**src/rtl/mem_access_unit.sv**
```systemverilog
// Data-memory access unit: one Avalon-MM transfer per load/store, stalls the core until it completes,
// builds byte enables / replicated store data and returns extended or merged load data.
module mem_access_unit #(
    parameter int unsigned TIMEOUT_CYCLES = 0
) (
    input  logic        clk,
    input  logic        rst_n,
    input  logic        mem_read,
    input  logic        mem_write,
    input  logic [5:0]  opcode,
    input  logic [31:0] addr,
    input  logic [31:0] store_data,
    input  logic [31:0] rt_old,
    output logic        stall,
    output logic [31:0] load_data,
    output logic        load_valid,
    output logic        addr_error,
    output logic        bus_timeout,
    output logic [31:0] avm_address,
    output logic        avm_read,
    output logic        avm_write,
    output logic [31:0] avm_writedata,
    output logic [3:0]  avm_byteenable,
    input  logic        avm_waitrequest,
    input  logic [31:0] avm_readdata
);

    localparam logic [5:0] OP_LB  = 6'h20;
    localparam logic [5:0] OP_LH  = 6'h21;
    localparam logic [5:0] OP_LWL = 6'h22;
    localparam logic [5:0] OP_LBU = 6'h24;
    localparam logic [5:0] OP_LHU = 6'h25;
    localparam logic [5:0] OP_LWR = 6'h26;
    localparam logic [5:0] OP_SB  = 6'h28;
    localparam logic [5:0] OP_SH  = 6'h29;

    typedef enum logic [1:0] {IDLE, REQ, DONE} state_t;

    state_t      state_q, state_d;
    logic [5:0]  op_q, op_d;
    logic [1:0]  off_q, off_d;
    logic [31:0] rt_q, rt_d;
    logic        is_read_q, is_read_d;
    logic [31:0] wait_cnt_q, wait_cnt_d;
    logic [31:0] load_data_q, load_data_d;
    logic [31:0] avm_address_q, avm_address_d;
    logic        avm_read_q, avm_read_d;
    logic        avm_write_q, avm_write_d;
    logic [31:0] avm_writedata_q, avm_writedata_d;
    logic [3:0]  avm_byteenable_q, avm_byteenable_d;

    logic is_byte, is_half, is_lwlr, misaligned;

    // Shapes the raw read word into the register value for the latched load opcode and byte offset.
    function automatic logic [31:0] shape_load(input logic [5:0] op, input logic [1:0] o,
                                               input logic [31:0] w, input logic [31:0] rt);
        logic [15:0] lo;
        logic [31:0] r;
        case (o)
            2'd0:    lo = w[15:0];
            2'd1:    lo = w[23:8];
            2'd2:    lo = w[31:16];
            default: lo = {8'h00, w[31:24]};
        endcase
        case (op)
            OP_LB:   r = {{24{lo[7]}}, lo[7:0]};
            OP_LBU:  r = {24'h0, lo[7:0]};
            OP_LH:   r = {{16{lo[15]}}, lo};
            OP_LHU:  r = {16'h0, lo};
            OP_LWL: begin
                case (o)
                    2'd0:    r = {w[7:0],  rt[23:0]};
                    2'd1:    r = {w[15:0], rt[15:0]};
                    2'd2:    r = {w[23:0], rt[7:0]};
                    default: r = w;
                endcase
            end
            OP_LWR: begin
                case (o)
                    2'd0:    r = w;
                    2'd1:    r = {rt[31:24], w[31:8]};
                    2'd2:    r = {rt[31:16], w[31:16]};
                    default: r = {rt[31:8],  w[31:24]};
                endcase
            end
            default: r = w;
        endcase
        return r;
    endfunction

    always_comb begin
        state_d          = state_q;
        op_d             = op_q;
        off_d            = off_q;
        rt_d             = rt_q;
        is_read_d        = is_read_q;
        wait_cnt_d       = wait_cnt_q;
        load_data_d      = load_data_q;
        avm_address_d    = avm_address_q;
        avm_read_d       = avm_read_q;
        avm_write_d      = avm_write_q;
        avm_writedata_d  = avm_writedata_q;
        avm_byteenable_d = avm_byteenable_q;
        stall            = 1'b0;
        addr_error       = 1'b0;
        bus_timeout      = 1'b0;

        // A store wins over a simultaneous load, so LWL/LWR merging only applies to pure reads.
        is_byte    = (opcode == OP_LB) || (opcode == OP_LBU) || (opcode == OP_SB);
        is_half    = (opcode == OP_LH) || (opcode == OP_LHU) || (opcode == OP_SH);
        is_lwlr    = !mem_write && ((opcode == OP_LWL) || (opcode == OP_LWR));
        misaligned = is_half ? addr[0] : (!is_byte && !is_lwlr && (addr[1:0] != 2'b00));

        case (state_q)
            IDLE: begin
                if (mem_read || mem_write) begin
                    if (misaligned) begin
                        addr_error = 1'b1;
                    end else begin
                        stall         = 1'b1;
                        state_d       = REQ;
                        op_d          = opcode;
                        off_d         = addr[1:0];
                        rt_d          = rt_old;
                        is_read_d     = !mem_write;
                        wait_cnt_d    = '0;
                        avm_address_d = {addr[31:2], 2'b00};
                        avm_read_d    = !mem_write;
                        avm_write_d   = mem_write;
                        if (!mem_write) begin
                            avm_byteenable_d = 4'hF;
                            avm_writedata_d  = '0;
                        end else if (is_byte) begin
                            avm_byteenable_d = 4'b0001 << addr[1:0];
                            avm_writedata_d  = {4{store_data[7:0]}};
                        end else if (is_half) begin
                            avm_byteenable_d = addr[1] ? 4'b1100 : 4'b0011;
                            avm_writedata_d  = {2{store_data[15:0]}};
                        end else begin
                            avm_byteenable_d = 4'hF;
                            avm_writedata_d  = store_data;
                        end
                    end
                end
            end
            REQ: begin
                stall = 1'b1;
                if (!avm_waitrequest) begin
                    avm_read_d  = 1'b0;
                    avm_write_d = 1'b0;
                    state_d     = DONE;
                    if (is_read_q) begin
                        load_data_d = shape_load(op_q, off_q, avm_readdata, rt_q);
                    end
                end else if ((TIMEOUT_CYCLES != 0) && (wait_cnt_q == 32'(TIMEOUT_CYCLES - 1))) begin
                    stall       = 1'b0;
                    bus_timeout = 1'b1;
                    avm_read_d  = 1'b0;
                    avm_write_d = 1'b0;
                    state_d     = IDLE;
                end else begin
                    wait_cnt_d = wait_cnt_q + 32'd1;
                end
            end
            default: begin
                state_d = IDLE;
            end
        endcase
    end

    always_ff @(posedge clk or negedge rst_n) begin
        if (!rst_n) begin
            state_q          <= IDLE;
            op_q             <= '0;
            off_q            <= '0;
            rt_q             <= '0;
            is_read_q        <= 1'b0;
            wait_cnt_q       <= '0;
            load_data_q      <= '0;
            avm_address_q    <= '0;
            avm_read_q       <= 1'b0;
            avm_write_q      <= 1'b0;
            avm_writedata_q  <= '0;
            avm_byteenable_q <= '0;
        end else begin
            state_q          <= state_d;
            op_q             <= op_d;
            off_q            <= off_d;
            rt_q             <= rt_d;
            is_read_q        <= is_read_d;
            wait_cnt_q       <= wait_cnt_d;
            load_data_q      <= load_data_d;
            avm_address_q    <= avm_address_d;
            avm_read_q       <= avm_read_d;
            avm_write_q      <= avm_write_d;
            avm_writedata_q  <= avm_writedata_d;
            avm_byteenable_q <= avm_byteenable_d;
        end
    end

    assign load_valid     = (state_q == DONE) && is_read_q;
    assign load_data      = load_data_q;
    assign avm_address    = avm_address_q;
    assign avm_read       = avm_read_q;
    assign avm_write      = avm_write_q;
    assign avm_writedata  = avm_writedata_q;
    assign avm_byteenable = avm_byteenable_q;

endmodule
```
**config.mk**
```make
export PLATFORM = sky130hd
export DESIGN_NAME = mem_access_unit
export DESIGN_NICKNAME = d
export VERILOG_FILES = /design/src/rtl/mem_access_unit.sv
export SDC_FILE = /design/constraint.sdc
export NUM_CORES = 1
export LEC_CHECK = 0
export BUFFER_PORTS_ARGS = -buffer_cell sky130_fd_sc_hd__clkbuf_2
export CORE_ASPECT_RATIO = 0.7
export CORE_MARGIN = 10
export CORE_UTILIZATION = 36
export DETAILED_ROUTE_END_ITERATION = 10
export PLACE_DENSITY = 0.68
export REMOVE_ABC_BUFFERS = 1
export SLEW_MARGIN = 20
export SYNTH_ARGS = -nofsm -noshare
export SYNTH_HDL_FRONTEND = slang
export SYNTH_SLANG_ARGS = --single-unit
```
**constraint.sdc**
```tcl
create_clock -name clk -period 5.3 [get_ports clk]
set_clock_uncertainty 0.1 [all_clocks]
set_input_delay 0.265 -clock clk [delete_from_list [all_inputs] [get_ports clk]]
set_output_delay 0.265 -clock clk [all_outputs]
set_load 0.005 [all_outputs]
```
; ---- Word level (Yosys, flattened, before mapping)
; Cells that the tools add are included.
; W data, S select, Z words.
[word_totals]
regBits = 143
input_bits = 139
elab_cells = 85
[op_classes]
n_eq_ne = 21
n_shift = 1
muxes = 29
bitwise = 2
reduce_logical = 21
[ops]
columns = cell, count
row1 = $pmux W32 S3, 2
row2 = $pmux W32 S6, 1
row3 = $mux W32, 3
row4 = $eq A6 B6 Y1 const B, 14
row5 = $pmux W16 S3, 1
row6 = $mux W4, 4
row7 = $mux W1, 11
row8 = $reduce_and A3 Y1, 3
row9 = $logic_or A1 B1 Y1, 6
row10 = $mux W2, 3
row11 = $ne A2 B2 Y1 const B, 3
row12 = $pmux W1 S2, 3
row13 = $eq A2 B1 Y1 const B, 2
row14 = $eq A2 B2 Y1 const B, 2
row15 = $logic_and A1 B1 Y1, 4
row16 = $logic_not A2 Y1, 2
row17 = $pmux W2 S2, 1
row18 = $reduce_and A4 Y1, 1
row19 = $reduce_bool A2 Y1, 2
row20 = $shl A1 B2 Y4 const A, 1
row21 = $logic_not A1 Y1, 3
row22 = $not A1 Y1, 2

; ---- Depth between registers and ports, before layout
; Gate-level depths: netlist of the first run.
[depth]
word_depth = 10
mapped_depth = 8

; ---- Least setup slack after synthesis of the first run
; No wires, ideal clock.
[synth_timing]
path_kind = in2reg
startpoint = input port mem_write
endpoint = register avm_writedata_q[18], in the netlist avm_writedata[18]
arrival_ns = 1.858
slack_ns = 3.215
cell_stages = 6
cell_sequence = or4b_1 o22a_1 a21oi_4 buf_6 buf_6 mux2_1
[synth_between]
elab_chain_len = 8
word_cells_on_any_way = 10
[synth_rtl]
columns = element, line_no
row1 = start: declaration, 9  ; input logic mem_write,
row2 = $logic_not A1 Y1, --
row3 = $logic_and A1 B1 Y1, 111  ; is_lwlr = !mem_write && ((opcode == OP_LWL) || (opcode == OP_LWR));
row4 = $logic_not A1 Y1, 112  ; misaligned = is_half ? addr[0] : (!is_byte && !is_lwlr && (addr[1:0] != 2'b00));
row5 = $logic_and A1 B1 Y1 (2 in a row), 112
row6 = $mux W1, 112
row7 = $not A1 Y1 (no source line), --
row8 = $reduce_and A3 Y1 (no source line), --
row9 = end signal: assignment, 196  ; avm_writedata_q <= avm_writedata_d;
row10 = end: declaration, 49  ; logic [31:0] avm_writedata_q, avm_writedata_d;
; Parallel ways exist; a longest one is shown, timed or not.
; A chain may end at the register's enable or synchronous reset.

; ---- Final worst setup path of the first run
[layout_timing]
startpoint = register off_q[0]
endpoint = register load_data_q[29], in the netlist load_data[29]
[layout_between]
elab_chain_len = 3
word_cells_on_any_way = 7
[layout_rtl]
columns = element, line_no
row1 = start: declaration, 41  ; logic [1:0] off_q, off_d;
row2 = start signal: assignment, 175  ; off_q <= '0;
row3 = start signal: assignment, 188  ; off_q <= off_d;
row4 = $eq A2 B2 Y1 (tied with other cells), "59, 71, 79"
row5 = $pmux W32 S3 (tied with other cells), 79  ; case (o)
row6 = $pmux W32 S6 (*), 65  ; case (op)
row7 = end signal: assignment, 192  ; load_data_q <= load_data_d;
row8 = end: declaration, 45  ; logic [31:0] load_data_q, load_data_d;
; Mark *: on every way between the ends. The rest lies on a longest branch, timed or not.

==> impl_metrics.json, run 1 <==
{
  "outcome": "complete, no violations",
  "critPathSlowestCell": "dfrtp_2",
  "postCtsHoldBufs": 66,
  "route.detailed.wl_per_inst_um": 21.07,
  "seq_area_frac_synth_pct": 47.56,
  "fin_hold_ws_ns": 0.009040,
  "firstDrtPassIters": 5,
  "track_usage_pct": 19.41,
  "cap_violations": 0,
  "max-slew-margin-rel_pct": 25.43,
  "critical_path_class": "reg -> reg",
  "core_um2": 20640,
  "cts_made_buffers": 17,
  "critPathLaunchType": "flip-flop",
  "cp_top_family": "compound AO/OA/AOI/OAI gates",
  "fp.dieH_um": 141.0,
  "arrival_ns": 3.29,
  "netlist_instances": 684,
  "max_slew.worst_pin.slew_ns": 1.117,
  "place_hpwl_um": 18680,
  "min_from": "store_data[26]",
  "grt_start_max_net_pins": 100,
  "grt_pass1_wl_um": 41290,
  "io_buffers": 241,
  "layout.nets": 1108,
  "avgSynthCellArea_um2": 11.00,
  "tritoncts": "yes",
  "ys_async_sr_fraction_pct": 100.0,
  "rows": 44,
  "hold_viol": 0,
  "fin_util_pct": 49.46,
  "cts_setup_buffers": 0,
  "antenna_left": 0,
  "synthToLayoutAreaGrowth_pct": 35.70,
  "vias_per_cell": 5.413,
  "grt_pass1_vias": 6938,
  "leakage_nw": 4.776,
  "num_antenna_cells": 0,
  "hold_class": "in -> reg",
  "antenna_found_initial": 0,
  "rsz0062_at_grt": "false",
  "crit_fanout": 39,
  "instances_no_fill": 1257,
  "yosys_warnings": 0,
  "gp_congestion": 0.8294,
  "root_buffer": "clkbuf_16",
  "placed_area_um2": 8939,
  "design.portCount": 245,
  "path_clk_slew_ns": 0.06,
  "initial_core_util_pct": 36.45,
  "num_vias": 6804,
  "r2r_cells": 4,
  "min_to": "avm_writedata[26]",
  "whs_path_depth": 3,
  "fmax_ghz": 0.3182,
  "insertion_delay_ns": 0.42,
  "crit_buf_inv": 0,
  "drive_above_1_share_pct": 38.53,
  "dieWidth_um": 192.8,
  "drt_iter0_drc": 491,
  "synth-seq-cells": 143,
  "cp_cell_sequence": "mux2i_1 -> o32ai_1 -> a211oi_2 -> a22oi_1",
  "final_cell_mix": "clkbuf_2, dfrtp_1, mux2_2",
  "final_common_cell": "clkbuf_2",
  "dpl.cell_count": 1160,
  "syn_area_um2": 7525,
  "pre_cts_slack_ns": 2.260,
  "ys.flop_type": "dfrtp_1",
  "reg2reg_to": "load_data[29]",
  "synth-edff-count": 0,
  "reg2reg_slack_ns": 2.16,
  "regToRegStartpoint": "off_q[0]",
  "irDropWorstVdd_v": 0.0002032,
  "clock_sinks": 143,
  "fin_crit_ns": 3.143,
  "p_per_area_nw_per_um2": 459.6,
  "post-route-period-util_pct": 59.30,
  "synthDistinctLibCells": 59,
  "final.setup.worst_slack_ns": 2.157,
  "clockBufferDepth": 2,
  "cts_resized": 0,
  "drv_slew": 0,
  "crit_required_ns": 5.44,
  "endpoint_kind": "flip-flop",
  "drt_wl_total_um": 26490,
  "htreeDepth": 4,
  "setup_viol": 0,
  "finalSetupTns_ns": 0,
  "design_power_total_mw": 4.693,
  "finalInstanceArea_um2": 10210,
  "gr-total-overflow": 0,
  "die-area_um2": 27180,
  "drc_errors": 0,
  "critical_path.max_stage_delay_ns": 1.05
}
-- kinds of logic (layout without fill, tap and decap cells) --
family	count (synthesis)	after routing	synth area share [%]
flip-flops	143	143	47.56
other	1	3	0.04984
multiplexers	147	147	21.13
buffers and inverters	66	361	4.090
AND/OR/NAND/NOR	137	137	9.345
AO/OA/AOI/OAI	190	190	17.83
-- area by class of cell --
class                           instances  area (um2)
Timing Repair Buffer                  319        1963
Sequential cell                       143        3580
Tap cell                              276       345.3
Clock buffer                           20       446.7
Fill cell                            1887       10430
Multi-Input combinational cell        477        3670
Clock inverter                         11       165.2
Inverter                               11       41.29
-- tightest hold or removal path, stage by stage --
cell and delay [ns]:
clkbuf_2 0.07, a21oi_1 0.05, o2bb2ai_1 0.11
-- worst max-delay path by stage --
stage                    start             to  slack [ns]  cells after the start
floorplan           state_q[1]  load_data[24]        1.74                      4
global placement      off_q[1]   load_data[7]        2.43                      4
detailed placement    off_q[0]  load_data[29]        2.26                      4
CTS                   off_q[0]  load_data[24]        2.27                      4
global route          off_q[0]  load_data[29]        1.97                      4
finish                off_q[0]  load_data[29]        2.16                      4
-- where the power goes --
part           total (mW)  switching [mW]  internal [mW]
Sequential           1.82           0.336           1.49
Clock                1.27           0.477          0.796
Combinational        1.60           0.780          0.817
Total                4.69            1.59           3.10
-- routing by layer --
metal / track usage, % / part of all wire [%] / up-vias
met2: 28.18 / 44 / 299
li1: - / - / 3145
met5: 0 / 0 / -
met3: 6.259 / 8.8 / 18
met1: 27.50 / 46 / 3342
met4: 3.906 / 1.0 / 0
-- cell usage after synthesis (10+ instances only) --
cell       instances  area [um2]
dfrtp_1          143        3578
mux2_2            78       878.3
mux2i_1           61       610.6
nand2_1           39       146.4
a21oi_1           37       185.2
o21ai_0           36       180.2
nor2_1            34       127.6
clkbuf_1          31       116.4
o2bb2ai_1         22       192.7
a22oi_1           14       105.1
nand3_1           12       60.06
o211ai_1          12       90.09
a22o_1            10       87.58
inv_1             10       37.54
nand3b_1          10       75.07
-- state kept, by name, indices dropped and copies added (netlist names) --
signal and count:
avm_writedata 32, avm_byteenable 4, off_q 2, avm_read 1
rt_q 32, avm_write 1, load_data 32, op_q 6
is_read_q 1, avm_address 30, state_q 2
No activity file was read; power rests on OpenSTA's default activity.
==> run 2: changes to the inputs <==
Settings changed: PLACE_DENSITY 0.68 to 0.7.
Clock period 5.3 ns to 2.8 ns, I/O delays scaled along.
==> run 2 against run 1 <==
Against the previous run: first-iteration DRC count rose by 36%; worst hold slack improved by 0.0028 ns; setup slack worse by 1.9 ns; sequential share of layout area down 2.1 points; wire length up 4.5%; clock power up 100%; largest cell class unchanged; cell count increased by 4.9%; largest power group unchanged; global-route usage rose by 0.76 points; critical path type is now in -> reg; cell area rose by 6.5%.
==> impl_metrics.json, run 2 (same netlist as run 1, synthesis figures left out) <==
{
  "dieWidth_um": 192.8,
  "die-area_um2": 27180,
  "fp.dieH_um": 141.0,
  "instances_no_fill": 1319,
  "setup_viol": 0,
  "track_usage_pct": 20.17,
  "cp_cell_sequence": "dlygate4sd3_1 -> clkbuf_2 -> or4b_1 -> o22a_1 -> a21oi_4 -> buf_12 -> mux2_2",
  "outcome": "complete, no violations",
  "gr-total-overflow": 0,
  "design.portCount": 245,
  "p_per_area_nw_per_um2": 850.6,
  "core_um2": 20640,
  "arrival_ns": 2.76,
  "fillers": 1851,
  "min_from": "avm_readdata[11]",
  "place_hpwl_um": 19440,
  "max_slew.worst_pin.slew_ns": 0.9587,
  "switching_share_pct": 33.52,
  "critical_path.max_stage_delay_ns": 0.56,
  "clock_sinks": 143,
  "whs_path_depth": 4,
  "seq_power_share_pct": 36.6,
  "antenna_left": 0,
  "irDropWorstVdd_v": 0.0004137,
  "cap_violations": 0,
  "max-slew-margin-rel_pct": 35.80,
  "leakage_nw": 5.075,
  "final_cell_mix": "clkbuf_2, dfrtp_1, dlygate4sd3_1",
  "htreeDepth": 4,
  "hold_viol": 0,
  "fin_crit_ns": 2.548,
  "antenna_found_initial": 1,
  "critical_path_class": "in -> reg",
  "fmax_ghz": 0.3924,
  "vias_per_cell": 5.445,
  "drc_errors": 0,
  "drive_above_1_share_pct": 38.23,
  "firstDrtPassIters": 7,
  "layout.nets": 1168,
  "drv_slew": 0,
  "tritoncts": "yes",
  "root_buffer": "clkbuf_16",
  "cts_made_buffers": 17,
  "clockBufferDepth": 2,
  "intPower_mw": 6.147,
  "finalSetupTns_ns": 0,
  "hold_class": "in -> reg",
  "insertion_delay_ns": 0.42,
  "crit_required_ns": 3.01,
  "dpl.cell_count": 1179,
  "crit_fanout": 39,
  "initial_core_util_pct": 36.45,
  "regToRegStartpoint": "off_q[0]",
  "post-route-period-util_pct": 91.01,
  "gp_congestion": 0.8584,
  "rsz0062_at_grt": "false",
  "route.detailed.wl_per_inst_um": 21.00,
  "r2r_cells": 4,
  "final_common_cell": "clkbuf_2",
  "synthToLayoutAreaGrowth_pct": 44.48,
  "critPathSlowestCell": "or4b_1",
  "drt_wl_total_um": 27690,
  "design_power_total_mw": 9.247,
  "comb_power_share_pct": 35.2,
  "startpoint": "mem_write",
  "critPathLaunchType": "input port",
  "fin_hold_ws_ns": 0.01184,
  "path_clk_slew_ns": 0.06,
  "p_switching_mw": 3.100,
  "io_buffers": 241,
  "grt_pass1_vias": 7500,
  "clockPowerShare_pct": 28.2,
  "drt_iter0_drc": 669,
  "grt_start_max_net_pins": 68,
  "grt_pass1_wl_um": 43370,
  "rows": 44,
  "endpoint_kind": "flip-flop",
  "num_vias": 7182
}
run 2: cell count changes in the layout (fill, tap and decap cells not counted), sizes merged:
cell	previous run	this run
clkbuf	260	258
inv	10	13
diode	0	2
buf	13	32
bufinv	4	6
clkinvlp	1	2
clkinv	7	3
dlygate4sd3	66	107
run 2: routing by layer:
metal / track usage, % / wire length, um
met2: 29.05 / 12180
met4: 8.747 / 907
met5: 0 / 0
met1: 26.92 / 12010
met3: 6.703 / 2596
run 2: critical path: cells and delay by family:
family / cells / cell delay, ns
and+or+nand+nor: 1 / 0.56
AOI/OAI and AO/OA: 2 / 0.63
buffers and inverters: 3 / 1.02
muxes: 1 / 0.37
run 2: repair_timing:
item                                   in CTS  in global routing
resized for setup                           0                  1
endpoints found under the hold margin     170                  0
setup endpoints to repair                   0                  1
hold buffers                              107                  0
setup buffers                               0                  0
run 2: path summary, 6_finish.rpt:
check                               endpoint  slack [ns]
max in group asynchronous  avm_writedata[29]        1.67
max                                 rt_q[22]        0.25
min reg2reg                     load_data[2]        0.38
max reg2reg                    load_data[22]        0.30
min in group asynchronous    avm_address[29]        0.17
min                            load_data[11]        0.01
run 2: area by class of cell:
class	instances	area [um2]	area share [%]
Antenna cell	2	5.005	0.04604
Clock buffer	18	429.2	3.948
Clock inverter	13	235.2	2.164
Inverter	11	41.29	0.3798
Multi-Input combinational cell	477	3670	33.76
Sequential cell	143	3580	32.93
Tap cell	276	345.3	3.176
Timing Repair Buffer	379	2566	23.60
run 2: power groups by stage:
stage / clock [mW] / sequential, mW / combinational, mW
after floorplan: 0 / 3.38 / 1.64
after detailed placement: 0 / 3.41 / 3.13
after CTS: 2.66 / 3.39 / 3.26
after global routing: 2.74 / 3.49 / 3.57
final: 2.60 / 3.39 / 3.26
after global placement: 0 / 3.38 / 3.09
run 2: metrics by stage:
stage	util, %	worst slack [ns]	instance area (um2)
floorplan	-	-0.7552	7266
global placement	44.21	0.4626	9126
detailed placement	44.21	0.3622	9126
CTS	52.61	0.1296	10860
global route	52.65	0.1252	10870
finish	52.66	0.2517	10870
==> run 3: changes to the inputs <==
Settings changed: PLACE_DENSITY 0.7 to 0.68.
==> run 3 against run 2 <==
Against the previous run: via count down 0.60%; non-clock buffer count is 2 higher; flip-flop and latch count is the same; combinational power rose by 1%; die area is the same; global-route usage decreased by 0.18 points; cell area shrank 0.41%; first-iteration DRC count grew 1.2%; total power fell by 2.0%; cell count rose by 0.23%; fmax fell by 2.6%; sequential power is essentially flat; highest routed layer unchanged.
==> impl_metrics.json, run 3 (same netlist as run 1, synthesis figures left out) <==
{
  "final_cell_mix": "clkbuf_2, dfrtp_1, dlygate4sd3_1",
  "drc_errors": 0,
  "critical_path.max_stage_delay_ns": 0.55,
  "setup_viol": 0,
  "instances_no_fill": 1322,
  "final.setup.worst_slack_ns": 0.1831,
  "insertion_delay_ns": 0.43,
  "drive_above_1_share_pct": 38.12,
  "hold_class": "in -> reg",
  "leakage_nw": 5.048,
  "critical_path_class": "in -> out",
  "cts_resized": 0,
  "place_hpwl_um": 19650,
  "irDropWorstVdd_v": 0.0003965,
  "rows": 44,
  "dieWidth_um": 192.8,
  "drv_slew": 0,
  "die-area_um2": 27180,
  "route.detailed.wl_per_inst_um": 20.93,
  "outcome": "complete, no violations",
  "multiInputGateArea_um2": 3665,
  "finalInstanceArea_um2": 10830,
  "io_buffers": 241,
  "top_signal_layer_used": "met4",
  "whs_path_depth": 3,
  "met3_length_um": 2533,
  "critPathSlowestCell": "dlygate4sd3_1",
  "htreeDepth": 4,
  "clock_sinks": 143,
  "design.portCount": 245,
  "min_from": "avm_readdata[18]",
  "met1_length_um": 12210,
  "p_per_area_nw_per_um2": 836.9,
  "track_usage_pct": 19.99,
  "regToRegStartpoint": "op_q[1]",
  "fillers": 1827,
  "initial_core_util_pct": 36.45,
  "gr-total-overflow": 0,
  "root_buffer": "clkbuf_16",
  "clockBufferDepth": 2,
  "grt_pass1_vias": 7463,
  "ff_latch_area_um2": 3580,
  "grt_pass1_wl_um": 42740,
  "reg2reg_slack_ns": 0.47,
  "max-slew-margin-rel_pct": 32.45,
  "critPathLaunchType": "input port",
  "crit_required_ns": 2.56,
  "r2r_cells": 5,
  "fmax_ghz": 0.3821,
  "hold_viol": 0,
  "min_to": "load_data[18]",
  "core_um2": 20640,
  "cts_setup_buffers": 0,
  "post-route-period-util_pct": 93.46,
  "grt_start_max_net_pins": 60,
  "num_vias": 7139,
  "synthToLayoutAreaGrowth_pct": 43.88,
  "endpoint_kind": "primary output",
  "arrival_ns": 2.38,
  "crit_fanout": 14,
  "final_common_cell": "clkbuf_2",
  "cp_cell_sequence": "dlygate4sd3_1 -> clkbuf_2 -> nor3b_1 -> buf_4 -> and3_1 -> o21ai_2 -> buf_4 -> nand2_1 -> clkbuf_2",
  "tritoncts": "yes",
  "antenna_found_initial": 3,
  "drt_wl_total_um": 27670,
  "dpl.cell_count": 1179,
  "cts_made_buffers": 17,
  "cap_violations": 0,
  "fp.dieH_um": 141.0,
  "wl_met2_um": 12150,
  "fin_util_pct": 52.44,
  "layout.nets": 1170,
  "pre_cts_slack_ns": 0.3720,
  "placed_area_um2": 9114,
  "path_clk_slew_ns": 0.06,
  "max_slew.worst_pin.slew_ns": 1.009,
  "drt_iter0_drc": 677,
  "gp_congestion": 0.8691,
  "antenna_left": 0,
  "firstDrtPassIters": 5,
  "fin_crit_ns": 2.617,
  "reg2reg_to": "load_data[27]",
  "design_power_total_mw": 9.061,
  "vias_per_cell": 5.400
}
## run 3: cell count changes in the layout (fill, tap and decap cells not counted), sizes merged
cell         change
clkbuf           +2
dlygate4sd3      +2
bufinv           -3
inv              -2
clkinvlp         +2
clkinv           +2
## run 3: cell type report
type / instances / area share, %
antenna: 2 / 0.04623
clock buffer: 20 / 4.218
clock inverter: 12 / 1.479
inverter: 11 / 0.3814
multi-input combinational: 477 / 33.85
sequential: 143 / 33.06
tap: 276 / 3.190
timing repair buffer: 381 / 23.77
## run 3: stage by stage
| stage | hold WS (ns) | TNS, ns |
|---|---|---|
| 3_3_place_gp | 0.05202 | 0 |
| 5_1_grt | 0.02338 | -0.009275 |
| 6_report | 0.01291 | 0 |
| 3_5_place_dp | 0.05417 | 0 |
| 4_1_cts | 0.001440 | 0 |
| 2_1_floorplan | -0.2556 | -45.68 |
## run 3: worst max-delay path: cells and delay by family
family / cells / cell delay (ns)
buffers and inverters: 5 / 1.27
AND/OR/NAND/NOR: 3 / 0.87
AO/OA/AOI/OAI: 1 / 0.10
## run 3: repair_timing
action                                  4_1_cts  5_1_grt
endpoints found under the hold margin       165        0
endpoints found under the setup margin        0        0
hold buffers                                109        0
## run 3: how the worst max path moves through the flow
stage               slack (ns)              end  depth (start not counted)        from
floorplan                -0.76    load_data[24]                          4  state_q[1]
global placement          0.48   avm_address[3]                          7   opcode[5]
detailed placement        0.37  avm_address[31]                          7   opcode[5]
CTS                       0.19            stall                          9   opcode[1]
global route            -0.009            stall                          9   opcode[1]
finish                    0.18            stall                          9   opcode[1]
## run 3: power by group
part | switching, mW | total, mW | internal (mW)
combinational | 1.65 | 3.30 | 1.65
clock | 0.936 | 2.39 | 1.45
sequential | 0.553 | 3.37 | 2.82
total | 3.14 | 9.06 | 5.93
## run 3: layer usage
metal | vias up | GRT usage (%)
met4 | 0 | 7.120
met3 | 60 | 6.506
li1 | 3265 | -
met5 | - | 0
met2 | 358 | 28.89
met1 | 3456 | 27.26
